[config.mk]
export PLATFORM = sky130hd
export DESIGN_NAME = ksa_engine
export DESIGN_NICKNAME = d
export VERILOG_FILES = /design/src/rtl/ksa_engine.sv
export SDC_FILE = /design/constraint.sdc
export NUM_CORES = 1
export LEC_CHECK = 0
export CORE_MARGIN = 4
export CORE_UTILIZATION = 30
export CTS_CLUSTER_DIAMETER = 150
export DETAILED_ROUTE_END_ITERATION = 10
export GPL_ROUTABILITY_DRIVEN = 0
export PLACE_DENSITY = 0.61
export SYNTH_ARGS = -nofsm -noshare
export SYNTH_HDL_FRONTEND = slang
export SYNTH_SLANG_ARGS = --single-unit
[constraint.sdc]
create_clock -name clk -period 5.9 [get_ports clk]
set_input_delay 1.18 -clock clk [delete_from_list [all_inputs] [get_ports clk]]
set_output_delay 1.18 -clock clk [all_outputs]
set_load 0.03 [all_outputs]
[src/rtl/ksa_engine.sv]
// RC4 key-scheduling engine: fills an S-box RAM with S[k]=k, then performs the
// KSA swap loop over it, driving a single-port synchronous RAM from one FSM.
module ksa_engine #(
   parameter int DATA_W    = 8,
   parameter int KEY_BYTES = 3
) (
   input  logic                   clk,
   input  logic                   reset,
   input  logic                   start,
   input  logic                   init_only,
   input  logic [8*KEY_BYTES-1:0] key,
   output logic [DATA_W-1:0]      mem_addr,
   output logic [DATA_W-1:0]      mem_wdata,
   output logic                   mem_wren,
   input  logic [DATA_W-1:0]      mem_q,
   output logic                   busy,
   output logic                   done,
   output logic [3:0]             dbg_state
);

   localparam int KIDX_W = (KEY_BYTES > 1) ? $clog2(KEY_BYTES) : 1;

   typedef logic [DATA_W-1:0] word_t;
   typedef logic [KIDX_W-1:0] kidx_t;

   localparam word_t LAST_IDX  = {DATA_W{1'b1}};
   localparam kidx_t LAST_KIDX = kidx_t'(KEY_BYTES - 1);

   typedef enum logic [3:0] {
      S_IDLE, S_INIT, S_RD_I, S_WAIT_I, S_RD_J, S_WAIT_J, S_WR_I, S_WR_J, S_DONE
   } state_t;

   state_t                 state_q, state_d;
   word_t                  i_q, i_d, j_q, j_d, si_q, si_d, sj_q, sj_d;
   kidx_t                  kidx_q, kidx_d;
   logic [8*KEY_BYTES-1:0] key_q, key_d;
   logic                   init_only_q, init_only_d;
   logic [7:0]             kbyte;

   // Handshake: start is taken only in IDLE/DONE; busy covers the whole run and
   // done is a level held in DONE until the next accepted start.
   always_ff @(posedge clk or negedge reset) begin
      if (!reset) begin
         state_q     <= S_IDLE;
         i_q         <= '0;
         j_q         <= '0;
         si_q        <= '0;
         sj_q        <= '0;
         kidx_q      <= '0;
         key_q       <= '0;
         init_only_q <= 1'b0;
      end else begin
         state_q     <= state_d;
         i_q         <= i_d;
         j_q         <= j_d;
         si_q        <= si_d;
         sj_q        <= sj_d;
         kidx_q      <= kidx_d;
         key_q       <= key_d;
         init_only_q <= init_only_d;
      end
   end

   // Byte 0 of the key sits in the most significant byte.
   always_comb begin
      kbyte = '0;
      for (int k = 0; k < KEY_BYTES; k++) begin
         if (kidx_q == kidx_t'(k)) kbyte = key_q[8*(KEY_BYTES-1-k) +: 8];
      end
   end

   always_comb begin
      state_d     = state_q;
      i_d         = i_q;
      j_d         = j_q;
      si_d        = si_q;
      sj_d        = sj_q;
      kidx_d      = kidx_q;
      key_d       = key_q;
      init_only_d = init_only_q;
      mem_addr    = '0;
      mem_wdata   = '0;
      mem_wren    = 1'b0;
      case (state_q)
         S_IDLE, S_DONE: begin
            if (start) begin
               key_d       = key;
               init_only_d = init_only;
               i_d         = '0;
               j_d         = '0;
               kidx_d      = '0;
               state_d     = S_INIT;
            end
         end
         S_INIT: begin
            mem_addr  = i_q;
            mem_wdata = i_q;
            mem_wren  = 1'b1;
            i_d       = i_q + word_t'(1);
            if (i_q == LAST_IDX) begin
               i_d     = '0;
               state_d = init_only_q ? S_DONE : S_RD_I;
            end
         end
         S_RD_I: begin
            mem_addr = i_q;
            state_d  = S_WAIT_I;
         end
         S_WAIT_I: begin
            si_d    = mem_q;
            j_d     = j_q + mem_q + word_t'(kbyte);
            state_d = S_RD_J;
         end
         S_RD_J: begin
            mem_addr = j_q;
            state_d  = S_WAIT_J;
         end
         S_WAIT_J: begin
            sj_d    = mem_q;
            state_d = S_WR_I;
         end
         S_WR_I: begin
            mem_addr  = i_q;
            mem_wdata = sj_q;
            mem_wren  = 1'b1;
            state_d   = S_WR_J;
         end
         S_WR_J: begin
            // When i==j both writes carry the same value, so no bypass is needed.
            mem_addr  = j_q;
            mem_wdata = si_q;
            mem_wren  = 1'b1;
            i_d       = i_q + word_t'(1);
            kidx_d    = (kidx_q == LAST_KIDX) ? '0 : kidx_q + kidx_t'(1);
            state_d   = (i_q == LAST_IDX) ? S_DONE : S_RD_I;
         end
         default: state_d = S_IDLE;
      endcase
   end

   assign busy      = (state_q != S_IDLE) && (state_q != S_DONE);
   assign done      = (state_q == S_DONE);
   assign dbg_state = state_q;

endmodule

==> results.sh <==
export IMPL_async_reset_ff_share_pct=100
export IMPL_drtAntennaViolNets=0
export IMPL_synth_area_mm2=0.00341
export IMPL_postCtsHoldBufs=0
export IMPL_die_x_um=115
export IMPL_finalHoldViolCount=0
export IMPL_dp_hpwl_um=6050
export IMPL_cp_required_ns=4.72
export IMPL_dr_pass1_iters=8
export IMPL_yosysSeqAreaShare_pct=46.3
export IMPL_drt_iter0_markers=183
export IMPL_clockBufferDepth=2
export IMPL_syn_area_per_cell_um2=10.5
export IMPL_design_area_mm2=0.00445
export IMPL_routed_wl_um=8500
export IMPL_power_density_mw_per_mm2=595
export IMPL_wire_per_inst_um=16.2
export IMPL_clkLatencyLatePin_ns=0.32
export IMPL_grt_max_degree=64
export IMPL_peakVddDrop_v=0.000234
export IMPL_worstPathArrival_ns=3.00
export IMPL_clock_skew_ns=0.00372
export IMPL_syn_inst=326
export IMPL_setup_viol=0
export IMPL_dieArea_mm2=0.0131
export IMPL_yosysTopAreaCell="dfrtp_1"
export IMPL_route_vias_total=2668
export IMPL_crit_path_max_incr_delay_ns=1.01
export IMPL_hold_class="flip-flop to flip-flop"
export IMPL_drive_gt1_share_pct=14.3
export IMPL_drc=0
export IMPL_cp_start_kind="flip-flop"
export IMPL_yosys_top_cells_area="dfrtp_1, mux2_2, fa_1"
export IMPL_synth_distinct_cells=43
export IMPL_tns_ns=0
export IMPL_status="finished, final reports clean"
export IMPL_antenna_cells=0
export IMPL_fp_row_count=38
export IMPL_cts_sinks=63
export IMPL_period_share_pct=70.8
export IMPL_fp_dieH_um=115
export IMPL_critical_path_class="flip-flop to primary output"
export IMPL_cp_cell_sequence="nor4b_2 -> nor2_1 -> o21ai_0 -> clkdlybuf4s50_1"
export IMPL_yosysMostFrequentCell="dfrtp_1"
export IMPL_fmax_ghz=0.239
export IMPL_io_pins=59
export IMPL_synth_enable_flop_cells=0
export IMPL_cts_tree="done"
export IMPL_stdcell_count=525
export IMPL_grt_overflow_total=0
export IMPL_start_util_pct=31.0
export IMPL_relSlewSlack_pct=26.9
export IMPL_antenna_found_initial=0
export IMPL_root_buffer="clkbuf_16"
export IMPL_syn2layout_area_growth_pct=30.6
export IMPL_tightest_slew_ns=1.09
export IMPL_grt_pass1_vias=2726
export IMPL_core_area_mm2=0.0110
export IMPL_numPortBuffers=58
export IMPL_drv_cap=0
export IMPL_synth_top_area_share_pct=46.3
export IMPL_fin_crit_ns=4.18
export IMPL_h_tree_depth=3
export IMPL_cts_buffers=9
export IMPL_dp_cells=509
export IMPL_via_per_inst=5.08
export IMPL_grt_pass1_wl_um=14000
export IMPL_post_route_util_pct=40.5
export IMPL_yosys_warnings=0
export IMPL_post_cts_resized=0
export IMPL_critPathSlowestCell="nor4b_2"
export IMPL_ys_top_cells_by_count="dfrtp_1, nand2_1, mux2_2"
export IMPL_fillers=1057
export IMPL_clk_pin_slew_ns=0.05
export IMPL_worst_path_max_fanout=17
export IMPL_cts_setup_buffers=0
export IMPL_synthFlopType="dfrtp_1"
export IMPL_place_area_mm2=0.00411
export IMPL_synth_ff_latch_count=63
export IMPL_synth_nets=377
export IMPL_p_leak_nw=1.94
export IMPL_rsz0062_at_grt="no"
export IMPL_end_kind="primary output"
export IMPL_gr_usage_all_layers_pct=13.7
export IMPL_fin_nets=431
export IMPL_slew_violations=0
stage by stage:
step	hold slack, ns	total power, mW	setup WS, ns
3_3_place_gp	0.460	2.01	2.18
2_1_floorplan	0.445	1.69	2.91
4_1_cts	0.475	2.67	1.77
3_5_place_dp	0.462	2.05	2.11
6_report	0.476	2.65	1.72
5_1_grt	0.493	2.86	1.60
worst max-delay path: cells and delay by family (launching register included):
kind,cells,cell delay (ns)
AOI/OAI and AO/OA,1,0.17
and+or+nand+nor,2,1.19
DFF,1,0.58
buffers and inverters,1,0.72
logic make-up (layout without fill, tap and decap cells):
| group | count (synthesis) | count (layout) | share of synthesized area [%] |
|---|---|---|---|
| buffers and inverters | 33 | 92 | 3.82 |
| AOI/OAI and AO/OA | 67 | 67 | 13.7 |
| muxes | 42 | 42 | 13.6 |
| adders and majority gates | 15 | 15 | 7.27 |
| and+or+nand+nor | 98 | 98 | 13.3 |
| xor gates and xnor gates | 8 | 8 | 2.06 |
| DFF | 63 | 63 | 46.3 |
flip-flops by register name (all words and copies together), names as in the netlist:
register	cells
dbg_state	4
kidx_q	2
key_q	24
j_q	8
sj_q	8
i_q	8
si_q	8
init_only_q	1
cell usage in the layout, fill, tap and decap left out, types with 13 or more instances in the layout:
cell             instances
dfrtp_1                 63
clkdlybuf4s50_1         57
nand2_1                 41
mux2_2                  33
nor2_1                  22
o21ai_0                 20
inv_1                   16
nand3_1                 13
power breakdown:
part	internal, mW	switching (mW)
registers	0.624	0.175
logic	0.584	0.661
clock network	0.425	0.181
total	1.63	1.02
metal layers:
layer  GRT usage [%]  part of all wire [%]  vias to the layer above
met3            3.54                   5.0                       11
met5               0                     0                        -
li1                -                     -                     1275
met2            21.7                    49                       79
met4            5.30                   1.9                        0
met1            17.9                    44                     1303
area by class of cell:
class | instances | area, um^2 | share of cell area (%)
tap | 140 | 175 | 3.94
timing repair buffer | 60 | 591 | 13.3
sequential | 63 | 1580 | 35.4
clock buffer | 13 | 250 | 5.63
inverter | 16 | 60.1 | 1.35
clock inverter | 3 | 90.1 | 2.03
multi-input combinational | 230 | 1710 | 38.3
final timing paths:
path,startpoint,endpoint,slack (ns),cells past startpoint
worst min register to register,si_q[5],si_q[5],0.48,2
worst max register to register,kidx_q[0],j_q[7],2.59,12
worst min-delay path,si_q[5],si_q[5],0.48,2
max in group asynchronous,reset,sj_q[7],4.30,2
min in group asynchronous,reset,key_q[15],1.03,2
worst max-delay path,dbg_state[3],mem_wren,1.72,4
Power figures use the tool's default switching activity.
